File: src/rtl/decoder_pkg.sv
// -----------------------------------------------------------------------------
// decoder_pkg
// Shared constants and helpers for the binary-to-one-hot decoder family.
//   DEC_N_DEFAULT / DEC_M_DEFAULT : default index width and output count
//                                   (4-to-16 chip-select decode).
//   DEC_N_MAX                     : widest supported index.
//   max_index(n)                  : largest index representable in n bits.
//   onehot_of(index, width)       : one-hot vector with bit 'index' set,
//                                   all zero when index >= width.
// -----------------------------------------------------------------------------
package decoder_pkg;

    localparam int DEC_N_DEFAULT  = 4;
    localparam int DEC_M_DEFAULT  = 16;
    localparam int DEC_N_MAX      = 16;
    localparam int DEC_ONEHOT_MAX = 1 << DEC_N_MAX;

    // Usable in localparam expressions: 2^n - 1.
    function automatic int unsigned max_index(input int unsigned n);
        return (32'd1 << n) - 32'd1;
    endfunction

    // Generic one-hot helper; callers take the low 'width' bits.
    function automatic logic [DEC_ONEHOT_MAX-1:0] onehot_of(
        input logic [DEC_N_MAX-1:0] index,
        input int unsigned          width
    );
        logic [DEC_ONEHOT_MAX-1:0] v;
        v = '0;
        if ({16'd0, index} < width) begin
            v[index] = 1'b1;
        end
        return v;
    endfunction

endpackage : decoder_pkg

File: src/rtl/decoder_n_m_core.sv
// -----------------------------------------------------------------------------
// decoder_n_m_core
// Purely combinational decode of an N-bit index into M one-hot lines plus an
// out-of-range indication.
//   a      [N-1:0] : binary index
//   onehot [M-1:0] : bit a set when a < M, all zero otherwise
//   oor            : 1 when a >= M (only reachable when M < 2^N)
// -----------------------------------------------------------------------------
module decoder_n_m_core
    import decoder_pkg::*;
#(
    parameter int N = DEC_N_DEFAULT,
    parameter int M = DEC_M_DEFAULT
) (
    input  logic [N-1:0] a,
    output logic [M-1:0] onehot,
    output logic         oor
);

    localparam int unsigned A_MAX = max_index(N);

    // Reject illegal configurations at elaboration time.
    generate
        if (N < 1 || N > DEC_N_MAX) begin : g_bad_n
            $error("decoder_n_m_core: N=%0d outside 1..%0d", N, DEC_N_MAX);
        end
        if (M < 1 || M > int'(A_MAX) + 1) begin : g_bad_m
            $error("decoder_n_m_core: M=%0d outside 1..2^N", M);
        end
    endgenerate

    // One comparator per output line; lines >= M simply do not exist, so an
    // out-of-range index leaves every line low.
    generate
        for (genvar gi = 0; gi < M; gi++) begin : g_line
            assign onehot[gi] = (a == N'(gi));
        end
    endgenerate

    // One extra bit so M = 2^N is representable; in that case oor folds to 0.
    localparam logic [N:0] M_VAL = (N + 1)'(M);
    assign oor = ({1'b0, a} >= M_VAL);

endmodule : decoder_n_m_core

File: src/rtl/decoder_n_m.sv
// -----------------------------------------------------------------------------
// decoder_n_m
// Registered, enable-gated binary-to-one-hot decoder (one clock of latency).
//   clk            : rising-edge clock
//   rst_n          : asynchronous active-low reset
//   en             : load enable; outputs update only when en = 1
//   A      [N-1:0] : binary index
//   Y      [M-1:0] : registered one-hot decode of A
//   oor            : registered out-of-range flag (captured A >= M)
// Build option: define DECODER_ACTIVE_LOW_EN to make Y active-low (selected
// line 0, others 1; reset and out-of-range value all 1s). oor stays
// active-high either way.
// -----------------------------------------------------------------------------
module decoder_n_m
    import decoder_pkg::*;
#(
    parameter int N = DEC_N_DEFAULT,
    parameter int M = DEC_M_DEFAULT
) (
    input  logic         clk,
    input  logic         rst_n,
    input  logic         en,
    input  logic [N-1:0] A,
    output logic [M-1:0] Y,
    output logic         oor
);

    logic [M-1:0] onehot;
    logic         oor_next;
    logic [M-1:0] y_next;
    logic [M-1:0] y_reg;
    logic         oor_reg;

    decoder_n_m_core #(
        .N (N),
        .M (M)
    ) u_core (
        .a      (A),
        .onehot (onehot),
        .oor    (oor_next)
    );

`ifdef DECODER_ACTIVE_LOW_EN
    // Inverting the all-zero out-of-range decode yields the all-ones idle
    // value, so no separate out-of-range path is needed.
    localparam logic [M-1:0] Y_IDLE = '1;
    assign y_next = ~onehot;
`else
    localparam logic [M-1:0] Y_IDLE = '0;
    assign y_next = onehot;
`endif

    always_ff @(posedge clk or negedge rst_n) begin
        if (!rst_n) begin
            y_reg   <= Y_IDLE;
            oor_reg <= 1'b0;
        end else if (en) begin
            y_reg   <= y_next;
            oor_reg <= oor_next;
        end
    end

    assign Y   = y_reg;
    assign oor = oor_reg;

endmodule : decoder_n_m

File: config.mk
export PLATFORM = sky130hd
export DESIGN_NAME = decoder_n_m
export DESIGN_NICKNAME = d
export VERILOG_FILES = /design/src/rtl/decoder_pkg.sv /design/src/rtl/decoder_n_m_core.sv /design/src/rtl/decoder_n_m.sv
export SDC_FILE = /design/constraint.sdc
export NUM_CORES = 1
export LEC_CHECK = 0
export CAP_MARGIN = 20
export CORE_MARGIN = 3
export CORE_UTILIZATION = 30
export DETAILED_ROUTE_END_ITERATION = 7
export GPL_ROUTABILITY_DRIVEN = 0
export SYNTH_ARGS = -nofsm -noshare
export SYNTH_HDL_FRONTEND = slang
export SYNTH_SLANG_ARGS = --single-unit
File: constraint.sdc
create_clock -name clk -period 1.3 [get_ports clk]
set_input_delay 0.13 -clock clk [delete_from_list [all_inputs] [get_ports clk]]
set_output_delay 0.13 -clock clk [all_outputs]
set_load 0.01 [all_outputs]
# Word level (Yosys, flattened, before mapping)
# Cells that the tools add are included.
totals:
  reg_bits: 16
  out_inout_bits: 17
  elab_cells: 17
classes:
  eq_ne: 15
  n_reduce_logical: 1
op_table:
  columns: ["cell", "n"]
  rows:
  - ["$eq A4 B4 Y1 const B", 8]
  - ["$eq A4 B3 Y1 const B", 4]
  - ["$eq A4 B2 Y1 const B", 2]
  - ["$eq A4 B1 Y1 const B", 1]
  - ["$logic_not A4 Y1", 1]

# Depth between registers and ports, before layout
depth:
  ltp_word: 1
  depth_mapped: 3

# Cells and area by module
# A second synthesis with hierarchy kept.
unflattened:
  cells_unflattened: 58
  area_unflattened_um2: 923.4
by_module_without_submodules:
  columns: ["module", "instances", "cells_per_inst", "area_per_inst_um2", "seq_area_each_um2"]
  rows:
  - ["decoder_n_m", 1, 36, 685.7, 425.4]
  - ["decoder_n_m_core", 1, 22, 237.7, 0.0]

# Least setup slack after synthesis
# Ideal clock, no wire load.
synth_path:
  path_type: "register -> register"
  from: "reg Y[0] (netlist name)"
  to: "reg y_reg[0], in the netlist Y[0]"
  setup_time_ns: 0.120
  arrival_time_ns: 0.718
  t_required_ns: 1.180
  path_slack_ns: 0.462
  path_stages_with_launch: 3
  n_path_buf: 0
  synth_period_minus_slack_ns: 0.838
  cell_sequence: "dfrtp_1 > nor2b_1 > a31o_2"
synth_rtl:
  columns: ["item", "line_no", "text"]
  rows:
  - ["end signal, assigned", "decoder_n_m.sv:58", "y_reg <= y_next;"]
  - ["end, declared", "decoder_n_m.sv:31", "logic [M-1:0] y_reg;"]

# Worst setup path in the final report
layout_path:
  from: "reg y_reg[14], in the netlist Y[14]"
  to: "out Y[14]"
layout_rtl:
  columns: ["item", "line_no", "text"]
  rows:
  - ["end, declared", "decoder_n_m.sv:24", "output logic [M-1:0] Y,"]
# No word-level cell between the ends.

==> run metrics <==
H-tree Lvls 1; synthesized area per cell about 12 µm²; pwr dens ~970 nW/µm²; routed vias 569; Pins Over Slew Limit 0; root buffer cell clkbuf_4; initial antenna violation count 0; crit path max fanout 2; CP Launch Type flip-flop; Max Cap Viol 0; Critical Path AT 970 ps; total clock sinks 16; Fmax ~0.91 GHz; clk_lat worst skew 280 ps; Worst Path Required 1170 ps; status finished clean; FF+latch count, synth 16; DP HPWL 1105 µm; count of cell types in the netlist 14; core box area around 2300 µm²; drt pass-1 iters 4; Die X 55.31 µm; Mapped Cells 60; max reg flops 16; Critical Path End Type output pin; Fin. Hold Viols 0; Overall Global Routing Usage 0.1194; placed inst area about 1000 µm²; Worst path top cell family by delay flip-flops; yosys warns 0; Layout area overhead 41.34%; FF-to-FF Start Y[13]; starting density of the core 0.3235; WP buf/inv 1; CTS tree built; fin crit period 1099 ps; FF-to-FF path depth 2; # hold bufs at CTS 0; Crit path largest cell delay 390 ps; CTS Buf Count 3; Setup Viol. Count Final 0; I/O pin count 24; mapped cell area 729.5 µm²; Via density 4.905; DRC Markers 0; buffers added on ports 22; VDD IR-drop max 0.0005554 V; # rows 17; DIE AREA a little over 3000 µm²; largest net degree at the start of global routing 32; register area share after synthesis 0.5489; fin area between 1000 and 1500 µm²; DR iter-0 viols 8; hold_ws 156.6 ps; GRT overflow 0; first-pass GRT wire length between 2000 and 3000 µm; total design power ~0.001 W; vias in the first global route 601; Clock transition at path regs 90 ps; unrepaired setup endpoints after global routing false; Pleak 0.5798 nW; Die Ht 55.31 µm; reg2reg setup slack 470 ps; Hold Crit Class primary input to asynchronous set/reset pin; WL/cell 13.68 µm; Slowest cell on crit path dfrtp_1; syn_nets 67; critical-path cell list dlygate4sd2_1; share of cells above drive strength 1 0.2159; ant diodes 0; CP Class flip-flop to output pin; setup TNS 0 ps; final net count 96; final wirelength 1587 µm; crit share post-route 0.8457; clk_skew 0 ps; Final ANT Viol Nets 0; Longest Clk Path Bufs 2; worst reg2reg path endpoint Y[13]
timing repair:
item	in CTS	in global routing
setup buffers	0	0
hold endpoints to repair	0	0
gates resized for setup	16	0
setup endpoints to repair	16	0
synthesized netlist by cell type:
library cell / number / area (µm²)
mux2i_1: 1 / 10.01
conb_1: 1 / 3.750
nor2b_1: 15 / 93.84
a31o_2: 5 / 43.79
buf_2: 1 / 5.000
nand4_1: 1 / 6.260
nor2b_2: 2 / 17.52
and2b_4: 2 / 20.02
inv_1: 1 / 3.750
nor2_1: 2 / 7.510
a41o_1: 6 / 60.06
dfrtp_1: 16 / 400.4
a31o_1: 4 / 35.03
buf_4: 3 / 22.52
cell usage in the layout, fill, tap and decap left out:
| master | instances |
|---|---|
| and2b_4 | 2 |
| nor2b_2 | 2 |
| conb_1 | 1 |
| mux2i_1 | 1 |
| dlygate4sd2_1 | 16 |
| dfrtp_1 | 16 |
| inv_1 | 1 |
| a31o_1 | 4 |
| a31o_2 | 5 |
| buf_12 | 1 |
| a41o_1 | 6 |
| nand4_1 | 1 |
| nor2b_1 | 15 |
| clkdlybuf4s50_1 | 6 |
| nor2_1 | 2 |
| buf_4 | 5 |
| clkbuf_8 | 1 |
| clkbuf_4 | 3 |
stage by stage:
stage | setup WS [ps] | cells | utilization
2_1_floorplan | 462.1 | 60 | -
3_3_place_gp | 69.85 | 112 | 0.4501
3_5_place_dp | 47.75 | 112 | 0.4501
4_1_cts | 183.6 | 116 | 0.4573
5_1_grt | 151.5 | 116 | 0.4573
6_report | 200.6 | 116 | 0.4573
layout make-up:
| cell class | instances | area [µm²] |
|---|---|---|
| Sequential cell | 16 | 400.4 |
| Clock buffer | 4 | 36.28 |
| Inverter | 1 | 3.754 |
| Timing Repair Buffer | 28 | 257.7 |
| Fill cell | 245 | 1224 |
| Multi-Input combinational cell | 39 | 297.8 |
| Tap cell | 28 | 35.03 |
layer usage:
metal | track usage | share of wire | vias to the layer above
li1 | - | - | 271
met1 | 0.1515 | 0.46 | 273
met2 | 0.1774 | 0.45 | 23
met3 | 0.05607 | 0.091 | 2
met4 | 0.04167 | 0.0076 | 0
met5 | 0 | 0 | -
cells by family (layout without fill, tap and decap cells):
group | Yosys count | count (layout) | share of synthesized area
and+or+nand+nor | 22 | 22 | 0.1990
DFF | 16 | 16 | 0.5489
AOI/OAI and AO/OA | 15 | 15 | 0.1904
buffers and inverters | 5 | 33 | 0.04287
other | 1 | 1 | 0.005141
muxes | 1 | 1 | 0.01372
how the worst max path moves through the flow:
stage	from	endpoint	slack, ps	cells after the start
2_1_floorplan	Y[0]	Y[0]	460	2
3_3_place_gp	A[2]	Y[10]	70	3
3_5_place_dp	A[2]	Y[10]	50	3
4_1_cts	Y[14]	Y[14]	180	1
5_1_grt	Y[13]	Y[13]	150	1
6_report	Y[14]	Y[14]	200	1
power by group:
group,leakage [nW],internal (W),switching (W)
clock,0.0210,0.000170,0.000154
combinational,0.339,0.0000768,0.0000753
sequential,0.220,0.000515,0.00000729
total,0.580,0.000762,0.000237
(Power assumes the default switching activity.)
